File: config.mk
export PLATFORM = sky130hd
export DESIGN_NAME = id_ex_hazard_reg
export DESIGN_NICKNAME = d
export VERILOG_FILES = /design/src/rtl/mips_pipe_pkg.sv /design/src/rtl/load_use_detect.sv /design/src/rtl/id_ex_hazard_reg.sv
export SDC_FILE = /design/constraint.sdc
export NUM_CORES = 1
export LEC_CHECK = 0
export BUFFER_PORTS_ARGS = -buffer_cell sky130_fd_sc_hd__buf_4
export CAP_MARGIN = 20
export CORE_ASPECT_RATIO = 1.2
export CORE_UTILIZATION = 35
export DETAILED_ROUTE_END_ITERATION = 6
export GPL_TIMING_DRIVEN = 0
export PLACE_DENSITY = 0.66
export SETUP_SLACK_MARGIN = 0.2
export SLEW_MARGIN = 10
export SYNTH_ARGS = -nofsm -noshare
export SYNTH_HDL_FRONTEND = slang
export SYNTH_HIERARCHICAL = 1
export SYNTH_SLANG_ARGS = --single-unit
File: constraint.sdc
create_clock -name CLK -period 5.14 [get_ports CLK]
set_input_delay 1.028 -clock CLK [delete_from_list [all_inputs] [get_ports CLK]]
set_output_delay 1.028 -clock CLK [all_outputs]
set_load 0.01 [all_outputs]
File: src/rtl/mips_pipe_pkg.sv
// Shared MIPS pipeline definitions: ALU operation codes, opcodes and the
// decoded control bundle carried from ID into EX.
package mips_pipe_pkg;

    localparam logic [3:0] ALU_AND  = 4'b0000;
    localparam logic [3:0] ALU_OR   = 4'b0001;
    localparam logic [3:0] ALU_ADD  = 4'b0010;
    localparam logic [3:0] ALU_SLL  = 4'b0011;
    localparam logic [3:0] ALU_SRL  = 4'b0100;
    localparam logic [3:0] ALU_SUB  = 4'b0110;
    localparam logic [3:0] ALU_SLT  = 4'b0111;
    localparam logic [3:0] ALU_ADDU = 4'b1000;
    localparam logic [3:0] ALU_SUBU = 4'b1001;
    localparam logic [3:0] ALU_XOR  = 4'b1010;
    localparam logic [3:0] ALU_SLTU = 4'b1011;
    localparam logic [3:0] ALU_NOR  = 4'b1100;
    localparam logic [3:0] ALU_SRA  = 4'b1101;
    localparam logic [3:0] ALU_LUI  = 4'b1110;
    localparam logic [3:0] ALU_FUNC = 4'b1111;

    localparam logic [5:0] OP_RTYPE = 6'h00;
    localparam logic [5:0] OP_J     = 6'h02;
    localparam logic [5:0] OP_JAL   = 6'h03;
    localparam logic [5:0] OP_BEQ   = 6'h04;
    localparam logic [5:0] OP_BNE   = 6'h05;
    localparam logic [5:0] OP_ADDI  = 6'h08;
    localparam logic [5:0] OP_ADDIU = 6'h09;
    localparam logic [5:0] OP_SLTI  = 6'h0A;
    localparam logic [5:0] OP_SLTIU = 6'h0B;
    localparam logic [5:0] OP_ANDI  = 6'h0C;
    localparam logic [5:0] OP_ORI   = 6'h0D;
    localparam logic [5:0] OP_XORI  = 6'h0E;
    localparam logic [5:0] OP_LUI   = 6'h0F;
    localparam logic [5:0] OP_LW    = 6'h23;
    localparam logic [5:0] OP_SW    = 6'h2B;

    typedef struct packed {
        logic [1:0] RegDst;
        logic       ALUSrc;
        logic       MemToReg;
        logic       RegWrite;
        logic       MemRead;
        logic       MemWrite;
        logic       Branch;
        logic       Jump;
        logic       SignExtend;
        logic       UseShmt;
        logic [3:0] ALUOp;
    } ctrl_t;

    localparam ctrl_t CTRL_BUBBLE = '0;

endpackage

File: src/rtl/load_use_detect.sv
// Combinational load-use hazard check: a load in EX whose destination is a
// source register actually read by the instruction sitting in ID.
module load_use_detect
    import mips_pipe_pkg::*;
#(
    parameter int REG_ADDR_W = 5
) (
    input  logic                  exValid,
    input  logic                  exMemRead,
    input  logic [REG_ADDR_W-1:0] exRt,
    input  logic                  idJump,
    input  logic                  idUseShmt,
    input  logic                  idMemWrite,
    input  logic                  idALUSrc,
    input  logic [3:0]            idALUOp,
    input  logic [REG_ADDR_W-1:0] idRs,
    input  logic [REG_ADDR_W-1:0] idRt,
    output logic                  stall
);

    logic usesRs;
    logic usesRt;

    // Shifts by shamt and LUI never read rs; stores always read rt as data.
    assign usesRs = !idJump && !(idUseShmt && !idMemWrite) && (idALUOp != ALU_LUI);
    assign usesRt = !idALUSrc || idMemWrite;

    assign stall = exValid && exMemRead && (exRt != '0) &&
                   ((usesRs && (exRt == idRs)) || (usesRt && (exRt == idRt)));

endmodule

File: src/rtl/id_ex_hazard_reg.sv
// ID/EX pipeline register with load-use stall and flush bubble insertion.
// Optional stall/flush event counters are built when HAZ_PERF_COUNT_EN is defined.
module id_ex_hazard_reg
    import mips_pipe_pkg::*;
#(
    parameter int DATA_W     = 32,
    parameter int REG_ADDR_W = 5
) (
    input  logic                  CLK,
    input  logic                  Reset_L,
    input  logic [1:0]            id_RegDst,
    input  logic                  id_ALUSrc,
    input  logic                  id_MemToReg,
    input  logic                  id_RegWrite,
    input  logic                  id_MemRead,
    input  logic                  id_MemWrite,
    input  logic                  id_Branch,
    input  logic                  id_Jump,
    input  logic                  id_SignExtend,
    input  logic                  id_UseShmt,
    input  logic [3:0]            id_ALUOp,
    input  logic [DATA_W-1:0]     id_ReadData1,
    input  logic [DATA_W-1:0]     id_ReadData2,
    input  logic [DATA_W-1:0]     id_Imm,
    input  logic [DATA_W-1:0]     id_PCPlus4,
    input  logic [REG_ADDR_W-1:0] id_Rs,
    input  logic [REG_ADDR_W-1:0] id_Rt,
    input  logic [REG_ADDR_W-1:0] id_Rd,
    input  logic [REG_ADDR_W-1:0] id_Shamt,
    input  logic                  flush,
    output logic [1:0]            ex_RegDst,
    output logic                  ex_ALUSrc,
    output logic                  ex_MemToReg,
    output logic                  ex_RegWrite,
    output logic                  ex_MemRead,
    output logic                  ex_MemWrite,
    output logic                  ex_Branch,
    output logic                  ex_Jump,
    output logic                  ex_SignExtend,
    output logic                  ex_UseShmt,
    output logic [3:0]            ex_ALUOp,
    output logic [DATA_W-1:0]     ex_ReadData1,
    output logic [DATA_W-1:0]     ex_ReadData2,
    output logic [DATA_W-1:0]     ex_Imm,
    output logic [DATA_W-1:0]     ex_PCPlus4,
    output logic [REG_ADDR_W-1:0] ex_Rs,
    output logic [REG_ADDR_W-1:0] ex_Rt,
    output logic [REG_ADDR_W-1:0] ex_Rd,
    output logic [REG_ADDR_W-1:0] ex_Shamt,
    output logic                  ex_Valid,
    output logic                  PCWrite,
    output logic                  IFIDWrite,
    output logic                  stall
`ifdef HAZ_PERF_COUNT_EN
    ,
    output logic [31:0]           stall_count,
    output logic [31:0]           flush_count
`endif
);

    ctrl_t idCtrl;
    ctrl_t exCtrl;

    assign idCtrl = '{RegDst:     id_RegDst,
                      ALUSrc:     id_ALUSrc,
                      MemToReg:   id_MemToReg,
                      RegWrite:   id_RegWrite,
                      MemRead:    id_MemRead,
                      MemWrite:   id_MemWrite,
                      Branch:     id_Branch,
                      Jump:       id_Jump,
                      SignExtend: id_SignExtend,
                      UseShmt:    id_UseShmt,
                      ALUOp:      id_ALUOp};

    load_use_detect #(.REG_ADDR_W(REG_ADDR_W)) u_loadUse (
        .exValid    (ex_Valid),
        .exMemRead  (exCtrl.MemRead),
        .exRt       (ex_Rt),
        .idJump     (id_Jump),
        .idUseShmt  (id_UseShmt),
        .idMemWrite (id_MemWrite),
        .idALUSrc   (id_ALUSrc),
        .idALUOp    (id_ALUOp),
        .idRs       (id_Rs),
        .idRt       (id_Rt),
        .stall      (stall)
    );

    assign PCWrite   = !stall && Reset_L;
    assign IFIDWrite = !stall && Reset_L;

    // Flush and stall both write a bubble; data is zeroed so a bubble is fully deterministic.
    always_ff @(posedge CLK) begin
        if (!Reset_L || flush || stall) begin
            exCtrl       <= CTRL_BUBBLE;
            ex_ReadData1 <= '0;
            ex_ReadData2 <= '0;
            ex_Imm       <= '0;
            ex_PCPlus4   <= '0;
            ex_Rs        <= '0;
            ex_Rt        <= '0;
            ex_Rd        <= '0;
            ex_Shamt     <= '0;
            ex_Valid     <= 1'b0;
        end else begin
            exCtrl       <= idCtrl;
            ex_ReadData1 <= id_ReadData1;
            ex_ReadData2 <= id_ReadData2;
            ex_Imm       <= id_Imm;
            ex_PCPlus4   <= id_PCPlus4;
            ex_Rs        <= id_Rs;
            ex_Rt        <= id_Rt;
            ex_Rd        <= id_Rd;
            ex_Shamt     <= id_Shamt;
            ex_Valid     <= 1'b1;
        end
    end

    assign ex_RegDst     = exCtrl.RegDst;
    assign ex_ALUSrc     = exCtrl.ALUSrc;
    assign ex_MemToReg   = exCtrl.MemToReg;
    assign ex_RegWrite   = exCtrl.RegWrite;
    assign ex_MemRead    = exCtrl.MemRead;
    assign ex_MemWrite   = exCtrl.MemWrite;
    assign ex_Branch     = exCtrl.Branch;
    assign ex_Jump       = exCtrl.Jump;
    assign ex_SignExtend = exCtrl.SignExtend;
    assign ex_UseShmt    = exCtrl.UseShmt;
    assign ex_ALUOp      = exCtrl.ALUOp;

`ifdef HAZ_PERF_COUNT_EN
    // A stall coinciding with a flush is counted as a flush only, since flush wins.
    always_ff @(posedge CLK) begin
        if (!Reset_L) begin
            stall_count <= '0;
            flush_count <= '0;
        end else begin
            if (flush && (flush_count != 32'hFFFF_FFFF))
                flush_count <= flush_count + 32'd1;
            if (!flush && stall && (stall_count != 32'hFFFF_FFFF))
                stall_count <= stall_count + 32'd1;
        end
    end
`endif

endmodule

==> results of run 1 <==
## registers in the layout, indices dropped and copies added, names as in the netlist, 2 cells and up
register / flops
ex_Shamt: 5
ex_Rs: 5
ex_ReadData1: 32
ex_Rd: 5
ex_ALUOp: 4
ex_Imm: 32
ex_PCPlus4: 32
ex_RegDst: 2
ex_ReadData2: 32
ex_Rt: 5
## power by group through the flow
stage	registers (mW)	clock network, mW	logic [mW]
floorplan	1.39	0	0.0962
global placement	1.37	0	0.323
detailed placement	1.37	0	0.330
CTS	1.34	1.24	0.330
global route	1.34	1.29	0.348
finish	1.34	1.21	0.327
## placed cells by master, fill, tap and decap left out, types with 2 or more instances in the layout
| cell type | instances |
|---|---|
| xnor2_1 | 3 |
| clkbuf_16 | 17 |
| clkinv_4 | 2 |
| buf_4 | 334 |
| clkinv_2 | 3 |
| and4bb_2 | 124 |
| nor3_1 | 2 |
| dfxtp_1 | 164 |
| clkinvlp_4 | 2 |
| clkbuf_2 | 5 |
| nor4bb_1 | 34 |
| buf_6 | 9 |
| bufinv_16 | 2 |
| nor2b_1 | 2 |
| xor2_1 | 7 |
| buf_2 | 34 |
| and4bb_1 | 4 |
| clkbuf_1 | 5 |
## metrics by stage
| stage | hold slack, ns | cell area [sq um] | setup slack (ns) |
|---|---|---|---|
| 2_1_floorplan | 0.887 | 5770 | 1.67 |
| 3_3_place_gp | 0.953 | 8510 | 1.15 |
| 3_5_place_dp | 0.957 | 8510 | 1.15 |
| 4_1_cts | 0.859 | 9070 | 1.15 |
| 5_1_grt | 0.861 | 9070 | 1.01 |
| 6_report | 0.878 | 9070 | 1.20 |
## synth_stat cells
cell        n  area [sq um]
dfxtp_1   164          3280
o211ai_2    1          12.5
nor3b_1     1          7.51
and4bb_2  124          1550
nor4_1      1          6.26
xnor2_1     3          26.3
buf_4       4          30.0
nand2b_1    1          6.26
nor4bb_4    1          25.0
and4bb_1    4          50.1
clkbuf_2    5          25.0
nor3_1      2          10.0
nand3_1     1          5.00
and4b_1     1          10.0
buf_2      34           170
clkbuf_1    2          7.51
xor2_1      7          61.3
a21oi_1     1          5.00
nor4bb_1   34           340
clkbuf_4    1          7.51
buf_6       9           101
or4_1       1          7.51
nor2b_1     2          12.5
nand4_1     1          6.26
## final cells by class
class	instances	area, sq um	area share (%)
plain buffers	55	342	3.77
multi-input cells	186	2140	23.6
flip-flops and latches	164	3280	36.2
clock buffers	21	450	4.97
clock inverters	9	108	1.19
well taps	212	265	2.92
repair buffers	330	2480	27.3
## final timing paths
check                                from             end  slack (ns)  cells after the start
worst min-delay path            id_Imm[5]       ex_Imm[5]        0.88                      2
worst max register to register   ex_Rt[2]  ex_PCPlus4[16]        3.01                      7
worst min register to register   ex_Valid      ex_UseShmt        0.95                      4
worst max-delay path             id_Rt[2]         PCWrite        1.20                      9
## cells by family (layout without fill, tap and decap cells)
family	Yosys count	in the layout	synth area share, %
simple gates	174	174	35.3
flops	164	164	56.9
buf+inv	55	415	5.92
xor+xnor	10	10	1.52
compound gates	2	2	0.304
## layer usage
layer  track usage (%)  up-vias  wire length (um)  share of wire (%)
li1                  -     2222                 -                  -
met1              20.1     2181              6310                 36
met2              37.4      232              9330                 53
met3              8.83       20              1820                 10
met4              7.40        0               271                1.5
met5                 0        -                 0                  0
==> results.toml, run 1 <==
[timing]
setup_violations = 0
rsz0062_at_grt = "false"
period_share_pct = 76.6
tns_ns = 0
relSlewSlack_pct = 70.4
hold_violations = 0
fin_worst_skew_ns = 0.00932
tightest_slew_ns = 0.444
fmax_mhz = 254
finalMaxSlewViolations = 0
fin_crit_ns = 3.94

[power_and_ir_drop]
internal_power_mw = 2.25
p_comb_share_pct = 11.4
switching_share_pct = 21.9
power.switching_uw = 629
powerDensity_mw_per_mm2 = 317
leakage_nw = 4.21
total_power_mw = 2.88
power_frac_seq_pct = 46.6
p_clk_share_pct = 42.1
irDropWorstVdd_v = 0.000198

[synth]
synth_cell_types = 24
postSynthNetCount = 571
synth.avg_cell_area_sq_um = 14.2
synth_cells = 405
yosysWarnings = 6
ys_ff_latch = 164
seq_area_frac_synth_pct = 56.9
syn_area_sq_mm = 0.00577

[setup_path]
slowest_delay_ns = 0.41
required_ns = 4.11
crit_path_end_kind = "output port"
cp_num_buf_inv = 4
cp_slowest_cell = "a21oi_1"
arrival_ns = 2.91
worstSetupStartpointType = "primary input"
worstSetupPathType = "in -> out"
cpLargestDelayFamily = "buffers and inverters"
cp_max_fo = 10
crit_path_cell_trace = "buf_4 > xor2_1 > nor4_1 > nand3_1 > a21oi_1 > clkbuf_1 > nor2b_1 > buf_4 > buf_4"
cpMostUsedCell = "buf_4"

[clocking]
cts_buffers = 17
cts_buffer_depth = 2
htreeDepth = 4
cts_hold_buf = 0
ctsResizeCount = 0
tritoncts = "built"
root_buffer = "clkbuf_16"
insertion_delay_ns = 0.42
clock-sinks = 164
post_cts_buffers = 0
clk_pin_slew_ns = 0.06

[routing]
vias_per_cell = 4.76
wl_mm = 17.7
drcViolationCount = 0
drt.antenna.violating_nets = 0
wire_per_inst_um = 18.1
drtIter0Drc = 112
vias = 4655
dr.pass1.iters = 4

[global_route]
groute.usage.overall_pct = 20.3
grt_pass1_wl_mm = 26.0
grt_pass1_vias = 4800
grt_max_degree = 17
overflow = 0
antenna_found_initial = 0

[floorplan]
fp.dieW_um = 119
ios = 333
rows = 51
die_h_um = 143
core_sq_mm = 0.0161
die_area_sq_mm = 0.0170
start_util_pct = 35.7

[layout]
drive_above_1_share_pct = 70.1
syn_to_final_growth_pct = 57.2
fin_cells = 977
diodes = 0
fin_nets = 920
final_util_pct = 56.2
fill_cells = 1417

[place]
place.gp.congestion = 0.806
placed_cells = 947
dp.final_hpwl_mm = 13.9
port_buffers = 330

[hold_path]
hp-class = "in -> reg"

[status]
outcome = "finished clean"

[flow_run]
maxCapViolCount = 0
Power figures use the tool's default switching activity.
==> run 2: changes to the inputs <==
--- a/config.mk
+++ b/config.mk
@@ -11,7 +11,7 @@
 export CORE_UTILIZATION = 35
 export DETAILED_ROUTE_END_ITERATION = 6
 export GPL_TIMING_DRIVEN = 0
-export PLACE_DENSITY = 0.66
+export PLACE_DENSITY = 0.69
 export SETUP_SLACK_MARGIN = 0.2
 export SLEW_MARGIN = 10
 export SYNTH_ARGS = -nofsm -noshare
==> constraint.sdc (replaced) <==
create_clock -name CLK -period 3.2 [get_ports CLK]
set_input_delay 0.64 -clock CLK [delete_from_list [all_inputs] [get_ports CLK]]
set_output_delay 0.64 -clock CLK [all_outputs]
set_load 0.01 [all_outputs]
==> run 2 against run 1 <==
Combinational power increased by 60%. Final cell count increased by 0.31%. Register-to-register slack got worse by 1.9 ns. Hold slack got worse by 0.39 ns. Sequential power increased by 60%. Die area unchanged. Via count increased by 1.4%. Global-route usage about the same. Final area increased by 1.5%. Non-clock buffer count increased by 1. Clock power increased by 88%.
==> results.toml, run 2 (synthesis results as in run 1) <==
[status]
outcome = "finished clean"

[clocking]
cts_hold_buf = 0
htreeDepth = 4
tritoncts = "built"
insertion_delay_ns = 0.42
root_buffer = "clkbuf_16"
clock-sinks = 164
cts_buffer_depth = 2
cts_buffers = 17
clk_pin_slew_ns = 0.06

[timing]
relSlewSlack_pct = 77.4
finalMaxSlewViolations = 0
worst_slack_ns = 0.406
fmax_mhz = 358
fin_crit_ns = 2.79
setup_violations = 0
timing.hold.ws_ns = 0.490
period_share_pct = 87.3
fin_worst_skew_ns = 0.00732
tightest_slew_ns = 0.334
hold_violations = 0
rsz0062_at_grt = "false"

[place]
dp_slack_ns = -0.0669
placed_cells = 947
place.gp.congestion = 0.779
port_buffers = 330
dp.final_hpwl_mm = 13.6

[setup_path]
crit_path_end_kind = "output port"
arrival_ns = 2.15
cp_max_fo = 10
cpMostUsedCell = "buf_4"
worstSetupStartpointType = "flip-flop"
crit_path_cell_trace = "or4_1 > o211ai_2 > a21oi_4 > clkbuf_2 > nor2b_2 > buf_4 > buf_4"
worstSetupPathType = "reg -> out"
slowest_delay_ns = 0.54
required_ns = 2.56
cp_slowest_cell = "or4_1"

[layout]
final_common_cell = "buf_4"
fill_cells = 1375
drive_above_1_share_pct = 71.0
fin_cells = 980
diodes = 0
final_util_pct = 57.0
fin_nets = 921
mostFrequentLayoutCells = "buf_4, dfxtp_1, and4bb_2"
syn_to_final_growth_pct = 59.5

[floorplan]
fp.dieW_um = 119
core_sq_mm = 0.0161
ios = 333
rows = 51
die_h_um = 143
start_util_pct = 35.7
die_area_sq_mm = 0.0170

[power_and_ir_drop]
power_frac_seq_pct = 43.5
internal_power_mw = 3.91
powerDensity_mw_per_mm2 = 537
total_power_mw = 4.94
switching_share_pct = 21.0
irDropWorstVdd_v = 0.000351
power.switching_mw = 1.04
p_clk_share_pct = 45.9
p_comb_share_pct = 10.6
leakage_nw = 4.28

[global_route]
grt_max_degree = 17
antenna_found_initial = 0
grt_pass1_vias = 4947
overflow = 0
grt_pass1_wl_mm = 26.0
groute.usage.overall_pct = 20.3

[routing]
drt.antenna.violating_nets = 0
drcViolationCount = 0
dr.pass1.iters = 6
wl_mm = 17.6
vias_per_cell = 4.82
wire_per_inst_um = 18.0
drtIter0Drc = 149
vias = 4720

[flow_run]
maxCapViolCount = 0

[hold_path]
hp-class = "in -> reg"
## run 2: cell types whose count changed in the layout (fill, tap and decap cells not counted), sizes merged
cell / previous run / this run
bufinv: 2 / 5
inv: 0 / 1
clkinv: 5 / 4
clkinvlp: 2 / 1
buf: 377 / 378
## run 2: worst paths after layout
| path | start | slack [ns] | cells past startpoint | end |
|---|---|---|---|---|
| setup / recovery | ex_Rt[3] | 0.41 | 7 | PCWrite |
| hold / removal | id_Imm[8] | 0.49 | 2 | ex_Imm[8] |
| setup reg to reg | ex_Rt[3] | 1.12 | 7 | ex_MemWrite |
| hold reg to reg | ex_Valid | 0.93 | 4 | ex_Valid |
## run 2: per-layer routing
layer	track usage (%)	vias to the layer above	share of wire, %
met4	10.1	0	2.9
met2	36.4	229	52
li1	-	2224	-
met1	20.7	2235	37
met3	7.23	32	8.8
met5	0	-	0
## run 2: final cells by class
cell class | instances | area [sq um] | share of cell area (%)
Tap cell | 212 | 265 | 2.88
Timing Repair Buffer | 331 | 2480 | 27.0
Buffer | 55 | 343 | 3.73
Sequential cell | 164 | 3280 | 35.7
Clock inverter | 11 | 198 | 2.15
Clock buffer | 21 | 470 | 5.11
Multi-Input combinational cell | 186 | 2160 | 23.4
## run 2: what timing repair did
item | in CTS | in global routing
endpoints found under the setup margin | 2 | 2
setup buffers | 0 | 1
resized for setup | 3 | 2
pin swaps | 0 | 1
## run 2: stage by stage
stage | cell area, sq um | setup TNS [ns]
finish | 9200 | 0
floorplan | 5770 | 0
global route | 9200 | 0
global placement | 8510 | -0.0887
detailed placement | 8510 | -0.0669
CTS | 9190 | 0
## run 2: worst max-delay path, delay by kind of cell, from the launching register on
family / cells / cell delay (ns)
simple gates: 2 / 0.72
flops: 1 / 0.35
buf+inv: 3 / 0.40
compound gates: 2 / 0.27
## run 2: power by group through the flow
stage | registers, mW | clock network, mW | logic, mW
finish | 2.15 | 2.27 | 0.523
detailed placement | 2.20 | 0 | 0.525
floorplan | 2.24 | 0 | 0.155
global route | 2.16 | 2.43 | 0.557
global placement | 2.20 | 0 | 0.515
CTS | 2.15 | 2.32 | 0.527
==> run 3: changes to the inputs <==
--- a/config.mk
+++ b/config.mk
@@ -7,11 +7,11 @@
 export LEC_CHECK = 0
 export BUFFER_PORTS_ARGS = -buffer_cell sky130_fd_sc_hd__buf_4
 export CAP_MARGIN = 20
-export CORE_ASPECT_RATIO = 1.2
-export CORE_UTILIZATION = 35
+export CORE_AREA = 2 2 129 131
 export DETAILED_ROUTE_END_ITERATION = 6
+export DIE_AREA = 0 0 131 133
 export GPL_TIMING_DRIVEN = 0
-export PLACE_DENSITY = 0.69
+export PLACE_DENSITY = 0.71
 export SETUP_SLACK_MARGIN = 0.2
 export SLEW_MARGIN = 10
 export SYNTH_ARGS = -nofsm -noshare
==> run 3 against run 2 <==
Critical endpoint unchanged. Sequential share of layout area up 0.40 points. Die area grew 2.5%. Core utilization shrank 0.73 points. Final cell count increased by 0.92%. Count of clock-buffer cells in the layout fell by 3. Non-clock buffer count increased by 2. Global-route usage is essentially flat. Final area is 1.1% lower.
==> results.toml, run 3 (synthesis results as in run 1) <==
[routing]
wire_per_inst_um = 18.5
drtIter0Drc = 173
vias_per_cell = 4.78
vias = 4726
wl_mm = 18.3
drcViolationCount = 0
dr.pass1.iters = 4
drt.antenna.violating_nets = 0

[global_route]
grt_pass1_vias = 4868
antenna_found_initial = 0
groute.usage.overall_pct = 20.3
grt_pass1_wl_mm = 26.7
overflow = 0
grt_max_degree = 17

[power_and_ir_drop]
leakage_nw = 4.22
total_power_mw = 4.56
p_clk_share_pct = 41.2
power.switching_mw = 1.10
powerDensity_mw_per_mm2 = 501
internal_power_mw = 3.46
power_frac_seq_pct = 47.3
switching_share_pct = 24.2
irDropWorstVdd_v = 0.000338
p_comb_share_pct = 11.5

[clocking]
htreeDepth = 4
clock-sinks = 164
insertion_delay_ns = 0.42
cts_hold_buf = 0
tritoncts = "built"
cts_buffer_depth = 2
cts_buffers = 17
root_buffer = "clkbuf_16"
clk_pin_slew_ns = 0.07

[setup_path]
cp_slowest_cell = "dfxtp_1"
crit_start = "ex_Rt[4]"
crit_path_end_kind = "output port"
reg2reg_from = "ex_Rt[4]"
cpMostUsedCell = "buf_4"
slowest_delay_ns = 0.36
cp_max_fo = 10
arrival_ns = 2.18
required_ns = 2.56
reg2reg_depth = 8
crit_path_cell_trace = "xor2_1 > nor4_2 > nand3_1 > a21oi_4 > clkbuf_4 > nor2b_2 > buf_4 > buf_4"
worstSetupStartpointType = "flip-flop"
worstSetupPathType = "reg -> out"

[layout]
diodes = 0
seqCellArea_sq_mm = 0.00328
drive_above_1_share_pct = 71.1
fill_cells = 1362
fin_cells = 989
final_common_cell = "buf_4"
multiInputGateArea_sq_mm = 0.00216
fin_nets = 923
syn_to_final_growth_pct = 57.8
mostFrequentLayoutCells = "buf_4, dfxtp_1, and4bb_2"

[timing]
tns_ns = 0
setup_violations = 0
timing.hold.ws_ns = 0.486
fin_crit_ns = 2.82
fin_worst_skew_ns = 0.00828
fmax_mhz = 354
finalMaxSlewViolations = 0
worst_slack_ns = 0.375
relSlewSlack_pct = 74.3
tightest_slew_ns = 0.385
hold_violations = 0
rsz0062_at_grt = "false"
period_share_pct = 88.3

[place]
port_buffers = 330
placed_cells = 955
dp.final_hpwl_mm = 14.1
dp_slack_ns = -0.0985
place.gp.congestion = 0.815

[hold_path]
holdCritStartpoint = "flush"
hp-class = "in -> reg"
min_delay_path_depth = 2

[floorplan]
ios = 333
die_h_um = 133
rows = 47
die_area_sq_mm = 0.0174
core_sq_mm = 0.0162
fp.dieW_um = 131
start_util_pct = 35.7

[status]
outcome = "finished clean"

[flow_run]
maxCapViolCount = 0
## run 3: cell count changes in the layout (fill, tap and decap cells not counted), sizes merged
cell	previous run	this run
clkinv	4	6
inv	1	5
clkinvlp	1	2
buf	378	380
clkbuf	29	26
bufinv	5	0
## run 3: final timing paths
check / endpoint / slack [ns]
setup / recovery: PCWrite / 0.38
hold / removal: ex_ALUOp[3] / 0.49
setup reg to reg: ex_PCPlus4[3] / 1.10
hold reg to reg: ex_Valid / 0.92
## run 3: worst max-delay path, delay by kind of cell (launching register included)
family / cells / cell delay, ns
simple gates: 3 / 0.48
buf+inv: 3 / 0.48
flops: 1 / 0.36
compound gates: 1 / 0.25
xor+xnor: 1 / 0.19
## run 3: layer usage
| layer | GRT usage (%) | share of wire (%) |
|---|---|---|
| met3 | 6.96 | 9.1 |
| met1 | 21.6 | 37 |
| met5 | 0 | 0 |
| met4 | 8.57 | 2.9 |
| met2 | 36.0 | 51 |
## run 3: final cells by class
cell class | count | share of cell area, %
timing repair buffer | 333 | 27.5
clock buffer | 18 | 4.72
multi-input combinational | 186 | 23.8
tap | 220 | 3.02
sequential | 164 | 36.1
buffer | 55 | 3.79
clock inverter | 13 | 1.13
## run 3: power by group through the flow
| stage | combinational (mW) | sequential (mW) | clock [mW] |
|---|---|---|---|
| final | 0.525 | 2.15 | 1.88 |
| after global placement | 0.515 | 2.20 | 0 |
| after detailed placement | 0.526 | 2.20 | 0 |
| after global routing | 0.563 | 2.16 | 1.99 |
| after floorplan | 0.155 | 2.24 | 0 |
| after CTS | 0.528 | 2.15 | 1.91 |
## run 3: repair_timing
action                                 4_1_cts  5_1_grt
setup endpoints to repair                    2        1
setup buffers                                0        3
endpoints found under the hold margin        0        0
gates resized for setup                      4        3
pin swaps                                    1        1
## run 3: per-stage QoR
stage,utilization (%),instance area (sq um)
after floorplan,-,5770
after global placement,52.7,8520
after detailed placement,52.7,8520
after CTS,56.1,9070
final,56.3,9100
after global routing,56.3,9100
